$ cat src/rtl/decoder3x8_dispatch.sv
// Sequential 3-to-8 decoder: buffers encoded line indices in a FIFO and drives each as a held one-hot grant.
// Optional macro ACK_TIMEOUT_EN: drops an unacknowledged grant after TIMEOUT cycles and pulses timeout.
module decoder3x8_dispatch #(
  parameter int DEPTH   = 4,
  parameter int TIMEOUT = 16
) (
  input  logic                     clk,
  input  logic                     rst,
  input  logic                     in_valid,
  output logic                     in_ready,
  input  logic [2:0]               in_idx,
  output logic                     out_valid,
  output logic [7:0]               out_onehot,
  input  logic                     out_ack,
  output logic                     busy,
  output logic                     timeout,
  output logic [$clog2(DEPTH):0]   count
);

  localparam int AW = $clog2(DEPTH);
  localparam int CW = AW + 1;

  localparam logic [AW-1:0] PTR_ZERO = AW'(0);
  localparam logic [AW-1:0] PTR_ONE  = AW'(1);
  localparam logic [CW-1:0] CNT_ZERO = CW'(0);
  localparam logic [CW-1:0] CNT_ONE  = CW'(1);
  localparam logic [CW-1:0] CNT_FULL = CW'(DEPTH);

  typedef enum logic [0:0] {
    IDLE  = 1'b0,
    DRIVE = 1'b1
  } state_t;

  function automatic logic [7:0] decode_idx(input logic [2:0] idx);
    logic [7:0] oh;
    case (idx)
      3'd0:    oh = 8'h01;
      3'd1:    oh = 8'h02;
      3'd2:    oh = 8'h04;
      3'd3:    oh = 8'h08;
      3'd4:    oh = 8'h10;
      3'd5:    oh = 8'h20;
      3'd6:    oh = 8'h40;
      3'd7:    oh = 8'h80;
      default: oh = 8'h00;
    endcase
    return oh;
  endfunction

  logic [2:0]    mem_r [DEPTH];
  logic [AW-1:0] wr_ptr_r;
  logic [AW-1:0] rd_ptr_r;
  logic [CW-1:0] count_r;
  state_t        state_r;
  logic          out_valid_r;
  logic [7:0]    out_onehot_r;

  logic          in_ready_s;
  logic          push_s;
  logic          pop_s;
  logic [2:0]    head_s;

  // Handshake and pop decisions; a full FIFO refuses pushes even when popping.
  always_comb begin
    in_ready_s = (count_r < CNT_FULL);
    push_s     = in_valid && in_ready_s;
    pop_s      = (state_r == IDLE) && (count_r != CNT_ZERO);
    head_s     = mem_r[rd_ptr_r];
  end

  // FIFO storage, pointers and occupancy.
  always_ff @(posedge clk or posedge rst) begin
    if (rst) begin
      for (int i = 0; i < DEPTH; i++) begin
        mem_r[i] <= 3'd0;
      end
      wr_ptr_r <= PTR_ZERO;
      rd_ptr_r <= PTR_ZERO;
      count_r  <= CNT_ZERO;
    end else begin
      if (push_s) begin
        mem_r[wr_ptr_r] <= in_idx;
        wr_ptr_r        <= wr_ptr_r + PTR_ONE;
      end
      if (pop_s) begin
        rd_ptr_r <= rd_ptr_r + PTR_ONE;
      end
      case ({push_s, pop_s})
        2'b10:   count_r <= count_r + CNT_ONE;
        2'b01:   count_r <= count_r - CNT_ONE;
        default: count_r <= count_r;
      endcase
    end
  end

`ifdef ACK_TIMEOUT_EN
  localparam int TW = $clog2(TIMEOUT) + 1;
  localparam logic [TW-1:0] TMR_ZERO = TW'(0);
  localparam logic [TW-1:0] TMR_ONE  = TW'(1);
  localparam logic [TW-1:0] TMR_LAST = TW'(TIMEOUT - 1);

  logic [TW-1:0] timer_r;
  logic          timeout_r;

  // Grant FSM with ack hold timer; ack on the expiring edge takes priority over the drop.
  always_ff @(posedge clk or posedge rst) begin
    if (rst) begin
      state_r      <= IDLE;
      out_valid_r  <= 1'b0;
      out_onehot_r <= 8'h00;
      timer_r      <= TMR_ZERO;
      timeout_r    <= 1'b0;
    end else begin
      timeout_r <= 1'b0;
      case (state_r)
        IDLE: begin
          if (count_r != CNT_ZERO) begin
            out_onehot_r <= decode_idx(head_s);
            out_valid_r  <= 1'b1;
            timer_r      <= TMR_ZERO;
            state_r      <= DRIVE;
          end else begin
            out_onehot_r <= 8'h00;
            out_valid_r  <= 1'b0;
          end
        end
        DRIVE: begin
          if (out_ack) begin
            out_onehot_r <= 8'h00;
            out_valid_r  <= 1'b0;
            state_r      <= IDLE;
          end else if (timer_r == TMR_LAST) begin
            out_onehot_r <= 8'h00;
            out_valid_r  <= 1'b0;
            timeout_r    <= 1'b1;
            state_r      <= IDLE;
          end else begin
            timer_r <= timer_r + TMR_ONE;
          end
        end
        default: begin
          out_onehot_r <= 8'h00;
          out_valid_r  <= 1'b0;
          timer_r      <= TMR_ZERO;
          state_r      <= IDLE;
        end
      endcase
    end
  end

  assign timeout = timeout_r;
`else
  // Grant FSM: a grant is held until the consumer acknowledges it.
  always_ff @(posedge clk or posedge rst) begin
    if (rst) begin
      state_r      <= IDLE;
      out_valid_r  <= 1'b0;
      out_onehot_r <= 8'h00;
    end else begin
      case (state_r)
        IDLE: begin
          if (count_r != CNT_ZERO) begin
            out_onehot_r <= decode_idx(head_s);
            out_valid_r  <= 1'b1;
            state_r      <= DRIVE;
          end else begin
            out_onehot_r <= 8'h00;
            out_valid_r  <= 1'b0;
          end
        end
        DRIVE: begin
          if (out_ack) begin
            out_onehot_r <= 8'h00;
            out_valid_r  <= 1'b0;
            state_r      <= IDLE;
          end else begin
            out_onehot_r <= out_onehot_r;
            out_valid_r  <= 1'b1;
          end
        end
        default: begin
          out_onehot_r <= 8'h00;
          out_valid_r  <= 1'b0;
          state_r      <= IDLE;
        end
      endcase
    end
  end

  assign timeout = 1'b0;
`endif

  assign in_ready   = in_ready_s;
  assign out_valid  = out_valid_r;
  assign out_onehot = out_onehot_r;
  assign count      = count_r;
  assign busy       = (count_r != CNT_ZERO) || out_valid_r;

endmodule

$ cat config.mk
export PLATFORM = sky130hd
export DESIGN_NAME = decoder3x8_dispatch
export DESIGN_NICKNAME = d
export VERILOG_FILES = /design/src/rtl/decoder3x8_dispatch.sv
export SDC_FILE = /design/constraint.sdc
export NUM_CORES = 1
export LEC_CHECK = 0
export CORE_MARGIN = 2
export CORE_UTILIZATION = 46
export DETAILED_ROUTE_END_ITERATION = 7
export GPL_TIMING_DRIVEN = 0
export MAX_ROUTING_LAYER = met4
export PLACE_DENSITY_LB_ADDON = 0.3
export SLEW_MARGIN = 20
export SYNTH_ARGS = -nofsm -noshare
export SYNTH_HDL_FRONTEND = slang
export SYNTH_SLANG_ARGS = --single-unit
$ cat constraint.sdc
create_clock -name clk -period 1.9 [get_ports clk]
set_input_delay 0.38 -clock clk [delete_from_list [all_inputs] [get_ports clk]]
set_output_delay 0.38 -clock clk [all_outputs]
set_load 0.03 [all_outputs]
# Word-level counts from Yosys, hierarchy flattened
# Memory sizes are Yosys's and may differ from the RTL's.
# Cells that the tools add are included.
totals:
  register_bits: 28
  romBits: 64
  inputBits: 7
  word_cells: 43
  mem_count: 1
mem_list:
  columns: ["memory", "depth", "width", "read_ports", "rd_ports_with_merged_regs", "write_ports", "line", "text"]
  rows:
  - ["(name not given)", 8, 8, 1, 0, 0, "36", "case (idx)"]
op_classes:
  addsub: 4
  order_cmp: 4
  n_eq_ne: 3
  n_mux: 13
  bitwise: 3
  reduce_logical: 6
op_table:
  columns: ["cell", "n"]
  rows:
  - ["8-bit 2-to-1 mux", 2]
  - ["8-bit case mux with 2 select lines", 1]
  - ["12-bit bitwise mux", 1]
  - ["3-bit 2-to-1 mux", 3]
  - ["3-bit binary-select mux with 2-bit select", 1]
  - ["3-bit demux with 2-bit select", 1]
  - ["3-bit >= comparator, second input constant", 2]
  - ["2-bit inverter with 3-bit output", 2]
  - ["3-bit case mux with 2 select lines", 1]
  - ["2-bit by 1-bit adder with 2-bit output, second input constant", 2]
  - ["3-bit by 1-bit adder with 3-bit output, second input constant", 1]
  - ["1-bit logical AND", 3]
  - ["3-bit by 1-bit < comparator with 1-bit output, second input constant", 1]
  - ["3-bit < comparator, second input constant", 1]
  - ["3-bit nonzero test", 1]
  - ["3-bit by 1-bit subtractor with 3-bit output, second input constant", 1]
  - ["2-bit by 1-bit == test with 1-bit output, second input constant", 1]
  - ["2-bit == test, second input constant", 1]
  - ["1-bit 2-to-1 mux", 2]
  - ["2-bit != test, second input constant", 1]
  - ["1-bit case mux with 2 select lines", 1]
  - ["2-bit nonzero test", 1]
  - ["1-bit logical OR", 1]
  - ["1-bit inverter", 1]

# Longest topological paths before layout
# Gate-level depths: netlist (run 1).
# An unclocked memory read counts as a cell.
logic_depth:
  depth_word: 7
  depth_mapped: 9
  mapped_depth_nobuf: 8

# Least setup slack after synthesis (run 1)
# Ideal clock, no wire load.
synth_path:
  path_type: "register to register"
  from: "reg count_r[2], in the netlist count[2]"
  to: "reg count_r[2], in the netlist count[2]"
  setup_time_ps: 132
  arrival_time_ps: 1852
  t_required_ps: 1768
  setup_slack_ps: -84
  path_stages_with_launch: 9
  path_buffers: 0
  period_less_slack_ps: 1984
  cell_sequence: "dfrtp_1 -> nor3_1 -> nor2_1 -> ha_1 -> inv_1 -> fa_1 -> xor2_1 -> nor2_1 -> xnor2_1"
synth_between:
  elab_chain_cells: 4
synth_rtl:
  columns: ["item", "line", "text"]
  rows:
  - ["start: declaration", "53", "logic [CW-1:0] count_r;"]
  - ["start signal: assignment", "89", "2'b10: count_r <= count_r + CNT_ONE;"]
  - ["start signal: assignment", "90", "2'b01: count_r <= count_r - CNT_ONE;"]
  - ["start signal: assignment", "91", "default: count_r <= count_r;"]
  - ["3-bit nonzero test *", "67", "pop_s = (state_r == IDLE) && (count_r != CNT_ZERO);"]
  - ["1-bit logical AND *", "67", null]
  - ["named net pop_s", "60", "logic pop_s;"]
  - ["2-bit by 1-bit == test with 1-bit output / 2-bit == test (equally long branches)", "88", "case ({push_s, pop_s})"]
  - ["3-bit case mux with 2 select lines / 2-bit nonzero test (equally long branches)", null, null]
# The timed path passes the listed nets; every way through them passes the cells marked *.
# A chain may end at the register's enable or synchronous reset.

# Final worst setup path (run 1)
# Ends and elaborated chain as after synthesis.

==> impl_metrics.csv, run 1 <==
group,metric,value,unit
grt,grt_pass1_vias,844,
sta,timing.final.ws_setup,0.0412,ns
clocking,cts_tree,"built",
floorplanning,die_y,57.1,um
sta,maxSlewHeadroom,61.7,%
finish,syn_to_final_growth,24.5,%
setup_path,r2r-end,"count[2]",
yosys,synth_top_cell_by_area,"dfrtp_1",
yosys,synth.distinct_cells,26,
route,detail_route.wl_per_cell,14.3,um
route,wl,2220,um
place,gp_congestion,0.736,
setup_path,worstPathMaxFanout,5,
route,vias,812,
place,dp_hpwl,1630,um
setup_path,reg2regPathDepth,8,
clocking,htree_num_levels,1,
route,postRouteAntennaNets,0,
hold_path,hp-class,"input pin to async pin",
yosys,synth_seq_cells,28,
route,viasPerCell,5.24,
place,port_buffers,20,
route,first_pass_iters,2,
grt,grt_util_met1,20.7,%
finish,mostFrequentLayoutCell,"dfrtp_1",
route,drt_iter0_drc,17,
sta,post-route-period-util,97.8,%
floorplanning,io_pins,22,
clocking,cts.sinks,28,
sta,fin_skew,0.00134,ns
yosys,netlist_top_cells_area,"dfrtp_1 (54%), mux2_2 (10%), ha_1 (4.8%)",
grt,grt_use_met2,26.1,%
grt,busiest_layer,"met2",
sta,hold_viol_final,0,
setup_path,crit_path_start_kind,"flop",
setup_path,critPathSlowestCell,"dfrtp_2",
clocking,numCtsBuffers,3,
grt,overflow,0,
finish,fin_nets,138,
setup_path,crit_type,"flop to flop",
yosys,syn_area_per_cell,12.9,um^2
setup_path,reg2reg_slack,0.04,ns
sta,fmax,0.538,GHz
grt,grt_start_max_net_pins,29,
clocking,clock_path_buffers,2,
clocking,clock_latency,0.33,ns
grt,grt_pass1_wl,3950,um
floorplanning,initial_core_util,47.8,%
pwr,p_per_area,1830,mW/mm^2
job,max-cap-violations,0,
clocking,clkTransAtPathRegs,0.15,ns
yosys,yosysSeqAreaShare,54.1,%
sta,layout_min_cycle_time,1.86,ns
outcome,status,"completed",
setup_path,cp-end-kind,"flop",
floorplanning,std_cell_rows,19,
floorplanning,die_area,0.00326,mm^2
finish,mostFrequentLayoutCells,"dfrtp_1 (25), clkdlybuf4s50_1 (15), mux2_2 (12)",
pwr,finalPower,2.95,mW
sta,worstMarginPinSlew,0.574,ns
setup_path,critPathArrivalTime,2.12,ns
yosys,synth_warnings,0,
finish,layout-drive-gt1-share,24.2,%
floorplanning,dieWidth,57.1,um
place,post-place-ws,-0.378,ns
yosys,synth_cells,100,
yosys,netlist_area,0.00129,mm^2
clocking,cts_root_buf,"clkbuf_4",
pwr,ir_drop,0.922,mV
yosys,synth_top_area_share,54.1,%
setup_path,reg2reg_from,"count[2]",
route,drc_errors,0,
grt,grt_use_met3,2.72,%
grt,track_usage,16.2,%
setup_path,worstPathCellList,"nor3_4 > nor2_2 > ha_1 > inv_1 > fa_1 > xor2_1 > nor2_1 > xnor2_1",
setup_path,critPathMaxStageDelay,0.47,ns
grt,antenna_found_initial,0,
floorplanning,coreArea,0.00271,mm^2
setup_path,crit_required,2.16,ns
sta,rsz0062_at_grt,"yes",
yosys,synth.net_count,113,
sta,fin_tns_setup,0,ns
pwr,p_leak,0.746,nW
sta,drv_slew,0,
finish,diodes,0,
finish,fillers,243,
sta,setup_viol,0,
[per-layer routing]
layer | share of wire, % | wire (um)
met5 | 0 | 0
met4 | 0.86 | 19
met3 | 3.9 | 87
met2 | 51 | 1120
met1 | 45 | 990
[worst max-delay path by stage]
stage	end	startpoint	cells past startpoint	slack [ns]
detailed placement	count[2]	in_valid	10	-0.38
CTS	busy	count[2]	3	-0.04
global route	count[2]	out_valid	7	-0.11
finish	count[2]	count[2]	8	0.04
floorplan	count[2]	out_valid	7	0.05
global placement	count[2]	in_valid	10	-0.34
[state kept, by name (all words and copies together) (netlist names)]
name / cells
wr_ptr_r: 2
out_onehot: 8
out_valid: 1
mem_r: 12
rd_ptr_r: 2
count: 3
[through the flow]
step	instances	hold slack [ns]	area, um^2	util [%]
CTS	154	0.505	1600	59.0
global placement	151	0.464	1540	56.9
floorplan	100	0.445	1300	-
global route	155	0.456	1610	59.5
detailed placement	151	0.471	1540	56.9
finish	155	0.415	1610	59.5
[cell families after synthesis]
group	Yosys count	synth area share, %
flops	28	54.1
simple gates	20	7.83
mux	16	17.0
buf+inv	14	4.35
compound gates	9	5.99
fa+ha+maj	6	6.38
xor+xnor	6	4.06
other cells	1	0.290
[area by class of cell]
type / count / area (um^2) / area share, %
buffer: 2 / 11.3 / 0.698
clock buffer: 3 / 22.5 / 1.40
clock inverter: 1 / 30.0 / 1.86
inverter: 11 / 41.3 / 2.56
multi-input combinational: 58 / 559 / 34.7
sequential: 28 / 704 / 43.7
tap: 31 / 38.8 / 2.40
timing repair buffer: 21 / 205 / 12.7
[repair_timing]
item	CTS	global route
setup endpoints to repair	5	5
gates cloned	0	0
pin swaps	0	1
hold endpoints to repair	0	0
setup buffers	0	1
hold buffers	0	0
resized for setup	6	5
[critical path: cells and delay by family, from the launching register on]
family	cells	cell delay, ns
xor gates and xnor gates	2	0.28
and+or+nand+nor	3	0.37
DFF	1	0.47
adders and majority gates	2	0.61
buffers and inverters	1	0.06
[report_power, final]
part	internal, mW	total [mW]	switching [mW]	leakage, nW
registers	0.876	1.10	0.222	0.344
logic	0.695	1.46	0.769	0.373
clock network	0.213	0.392	0.178	0.0279
[synthesized netlist by cell type]
cell type and n:
fa_1 1, nand3_1 2, inv_1 11, conb_1 1, mux4_2 1, a22o_1 1
nor2_1 3, nand2_1 9, a32o_2 1, nor2b_1 2, o21ai_0 1, nor3_1 1
dfrtp_1 28, nor3_4 1, buf_4 1, mux2i_1 1, a32o_1 3, xor2_1 2
or2_2 1, ha_1 5, mux4_1 2, or3_1 1, o31ai_1 3, clkbuf_1 2
xnor2_1 4, mux2_2 12
Note: power is estimated with default switching activity, not from simulation.
==> inputs of run 2 (changes only) <==
CORE_MARGIN = not set   (was 2)
==> impl_metrics.csv, run 2 (same netlist as run 1, synthesis figures left out) <==
group,metric,value,unit
sta,worstMarginPinSlew,0.567,ns
finish,mostFrequentLayoutCell,"dfrtp_1",
pwr,finalPower,2.84,mW
floorplanning,die_area,0.00303,mm^2
setup_path,crit_path_start_kind,"flop",
clocking,cts_root_buf,"clkbuf_4",
clocking,htree_num_levels,1,
finish,fin_nets,139,
finish,layout-drive-gt1-share,24.0,%
setup_path,crit_required,1.52,ns
setup_path,reg2reg_slack,0.09,ns
setup_path,critPathArrivalTime,1.48,ns
finish,fillers,216,
finish,mostFrequentLayoutCells,"dfrtp_1 (25), clkdlybuf4s50_1 (16), mux2_2 (12)",
route,drc_errors,0,
setup_path,worstPathMaxFanout,4,
finish,largest_reg_flops,12,
floorplanning,dieWidth,55.1,um
setup_path,crit_type,"flop to output port",
clocking,clkTransAtPathRegs,0.16,ns
route,postRouteAntennaNets,0,
sta,drv_slew,0,
sta,maxSlewHeadroom,62.1,%
sta,timing.final.ws_setup,0.0447,ns
floorplanning,coreArea,0.00257,mm^2
sta,fin_skew,0.0249,ns
clocking,cts.sinks,28,
floorplanning,die_y,55.1,um
floorplanning,std_cell_rows,18,
clocking,numCtsBuffers,3,
outcome,status,"completed",
route,detail_route.wl_per_cell,13.5,um
clocking,clock_latency,0.33,ns
sta,hold_viol_final,0,
setup_path,worstPathCellList,"clkdlybuf4s50_1",
route,drt_iter0_drc,2,
setup_path,worst-path-stages,1,
grt,track_usage,17.2,%
clocking,clock_path_buffers,2,
sta,fmax,0.539,GHz
pwr,ir_drop,1.02,mV
clocking,cts_tree,"built",
finish,syn_to_final_growth,23.2,%
route,viasPerCell,5.28,
place,post-place-ws,-0.376,ns
route,wl,2100,um
hold_path,hp-class,"input pin to async pin",
sta,post-route-period-util,97.6,%
route,vias,818,
finish,top_register,"mem_r",
pwr,p_per_area,1780,mW/mm^2
finish,diodes,0,
setup_path,cp-end-kind,"output port",
grt,grt_pass1_wl,3480,um
grt,grt_pass1_vias,800,
grt,overflow,0,
setup_path,path_buf_inv,1,
place,port_buffers,20,
pwr,p_leak,0.729,nW
setup_path,cp_top_family,"buffers and inverters",
place,gp_congestion,0.728,
setup_path,critPathSlowestCell,"clkdlybuf4s50_1",
grt,antenna_found_initial,0,
sta,layout_min_cycle_time,1.86,ns
place,dp_hpwl,1560,um
setup_path,critPathMaxStageDelay,0.69,ns
setup_path,reg2regPathDepth,7,
grt,grt_start_max_net_pins,29,
clocking,ctsHoldBuffers,0,
floorplanning,io_pins,22,
route,first_pass_iters,4,
sta,setup_viol,0,
job,max-cap-violations,0,
floorplanning,initial_core_util,50.4,%
## run 2: cell types whose count changed in the layout (fill, tap and decap cells not counted), sizes merged
cell	delta
bufinv	-1
buf	+1
clkbuf	+1
clkdlybuf4s50	+1
dlymetal6s2s	-1
## run 2: area by class of cell
| type | instances | area [um^2] | area share (%) |
|---|---|---|---|
| sequential | 28 | 704 | 44.2 |
| multi-input combinational | 58 | 564 | 35.4 |
| timing repair buffer | 22 | 210 | 13.2 |
| inverter | 11 | 41.3 | 2.59 |
| tap | 30 | 37.5 | 2.35 |
| clock buffer | 4 | 26.3 | 1.65 |
| buffer | 2 | 11.3 | 0.706 |
## run 2: worst paths after layout
path                          startpoint       endpoint
min in group clk           out_onehot[6]  out_onehot[6]
max in group asynchronous            rst       count[2]
min                                  rst      out_valid
max reg2reg                    out_valid       count[2]
min reg2reg                out_onehot[6]  out_onehot[6]
max                             count[0]       count[0]
## run 2: through the flow
step           util (%)  std cells  hold slack, ns  area (um^2)  TNS [ns]
2_1_floorplan         -        100           0.445         1300         0
3_3_place_gp       60.0        150           0.464         1540    -0.657
3_5_place_dp       60.0        150           0.475         1540    -0.819
4_1_cts            61.3        154           0.508         1570  -0.00220
5_1_grt            62.1        155           0.454         1600   -0.0164
6_report           62.1        155           0.391         1600         0
## run 2: per-layer routing
| layer | GRT usage (%) | wire length [um] | vias to the layer above |
|---|---|---|---|
| met5 | - | 0 | - |
| met4 | 3.75 | 15 | 0 |
| met3 | 5.74 | 105 | 2 |
| met2 | 28.9 | 994 | 22 |
| met1 | 20.0 | 985 | 400 |
| li1 | - | - | 394 |
## run 2: power by group
| group | switching [mW] | total [mW] | internal (mW) |
|---|---|---|---|
| Combinational | 0.768 | 1.48 | 0.716 |
| Clock | 0.168 | 0.250 | 0.0823 |
| Sequential | 0.227 | 1.10 | 0.877 |
## run 2: what timing repair did
| item | CTS | global route |
|---|---|---|
| hold endpoints to repair | 0 | 0 |
| gates resized for setup | 6 | 6 |
| pin swaps | 0 | 1 |
| setup buffers | 0 | 2 |
| setup endpoints to repair | 5 | 3 |
==> inputs of run 3 (changes only) <==
CORE_MARGIN = 10   (was not set)
CTS_CLUSTER_DIAMETER = 60   (was not set)
==> impl_metrics.csv, run 3 (same netlist as run 1, synthesis figures left out) <==
group,metric,value,unit
floorplanning,std_cell_rows,19,
sta,fin_skew,0.00178,ns
setup_path,crit_path_start_kind,"flop",
floorplanning,die_area,0.00534,mm^2
floorplanning,dieWidth,73.1,um
grt,grt_use_met2,14.5,%
outcome,status,"completed",
sta,hold_viol_final,0,
setup_path,reg2reg_slack,0.12,ns
sta,post-route-period-util,98.0,%
floorplanning,coreArea,0.00273,mm^2
finish,stdcell_count,154,
finish,fin_util,59.0,%
sta,rsz0062_at_grt,"yes",
sta,fin_tns_setup,0,ns
sta,drv_slew,0,
finish,fin_nets,137,
grt,grt_use_met3,3.54,%
job,max-cap-violations,0,
clocking,cts_tree,"built",
route,first_pass_iters,4,
place,port_buffers,20,
route,detail_route.wl_per_cell,15.5,um
grt,grt_start_max_net_pins,29,
setup_path,crit_type,"flop to output port",
sta,layout_min_cycle_time,1.86,ns
grt,grt_util_met1,11.5,%
setup_path,worstPathMaxFanout,5,
place,gp_congestion,0.755,
route,viasPerCell,5.14,
sta,setup_viol,0,
setup_path,r2r-end,"count[2]",
grt,grt_pass1_wl,3990,um
floorplanning,io_pins,22,
sta,holdWs,0.403,ns
clocking,clkTransAtPathRegs,0.15,ns
clocking,post_cts_buffers,0,
grt,busiest_layer,"met2",
setup_path,crit_required,1.52,ns
sta,maxSlewHeadroom,61.6,%
route,vias,792,
finish,diodes,0,
grt,overflow,0,
place,dp.cells,151,
clocking,htree_num_levels,1,
grt,track_usage,9.70,%
floorplanning,die_y,73.1,um
route,drc_errors,0,
setup_path,critPathArrivalTime,1.48,ns
setup_path,reg2reg_from,"count[2]",
finish,mostFrequentLayoutCell,"dfrtp_1",
pwr,p_leak,0.739,nW
finish,mostFrequentLayoutCells,"dfrtp_1 (24), clkdlybuf4s50_1 (15), mux2_2 (12)",
finish,largest_reg_flops,12,
route,postRouteAntennaNets,0,
setup_path,cp-end-kind,"output port",
place,dp_hpwl,1860,um
clocking,clock_path_buffers,2,
pwr,ir_drop,1.10,mV
grt,antenna_found_initial,0,
route,wl,2380,um
clocking,numCtsBuffers,3,
floorplanning,initial_core_util,47.4,%
hold_path,hp-class,"input pin to async pin",
route,drt_iter0_drc,57,
finish,top_register,"mem_r",
setup_path,reg2regPathDepth,8,
clocking,cts.sinks,28,
sta,worstMarginPinSlew,0.574,ns
clocking,cts_root_buf,"clkbuf_4",
finish,layout-drive-gt1-share,24.4,%
sta,fmax,0.537,GHz
clocking,ctsHoldBuffers,0,
grt,grt_pass1_vias,837,
finish,syn_to_final_growth,24.5,%
clocking,clock_latency,0.33,ns
pwr,p_per_area,1840,mW/mm^2
==> run 3: area by class of cell <==
cell class	instances	area [um^2]
buffer	2	11.3
sequential	28	706
fill	230	1120
clock inverter	1	30.0
inverter	11	41.3
clock buffer	3	22.5
tap	31	38.8
timing repair buffer	20	204
multi-input combinational	58	559
==> run 3: how the worst max path moves through the flow <==
| stage | startpoint | cells past startpoint | to | slack (ns) |
|---|---|---|---|---|
| final | count[2] | 3 | busy | 0.04 |
| after global routing | count[2] | 8 | count[2] | -0.03 |
| after CTS | count[0] | 8 | count[2] | -0.02 |
| after detailed placement | in_valid | 10 | count[2] | -0.38 |
| after global placement | in_valid | 10 | count[2] | -0.34 |
| after floorplan | out_valid | 7 | count[2] | 0.05 |
==> run 3: stage by stage <==
stage	cell area [um^2]	power (mW)	worst slack, ns
global placement	1540	2.51	-0.338
detailed placement	1540	2.59	-0.376
CTS	1600	2.99	-0.0238
global route	1610	3.19	-0.0281
finish	1610	2.97	0.0380
floorplan	1300	2.14	0.0496
==> run 3: routing by layer <==
| metal | up-vias | wire (um) |
|---|---|---|
| li1 | 385 | - |
| met1 | 389 | 1040 |
| met2 | 16 | 1130 |
| met3 | 2 | 201 |
| met4 | 0 | 12 |
| met5 | - | 0 |
==> run 3: repair_timing <==
item | CTS | global route
resized for setup | 7 | 6
endpoints found under the setup margin | 5 | 3
pin swaps | 0 | 2
==> run 3: where the power goes <==
group	internal, mW	total [mW]	switching, mW
Combinational	0.692	1.46	0.772
Clock	0.213	0.394	0.181
Sequential	0.879	1.11	0.228
Total	1.78	2.97	1.18
==> run 3: worst max-delay path, cell delays in order (launching register included) <==
cell and delay [ns]:
dfrtp_2 0.48, nor3_4 0.29, nand2_1 0.09, clkdlybuf4s15_2 0.29
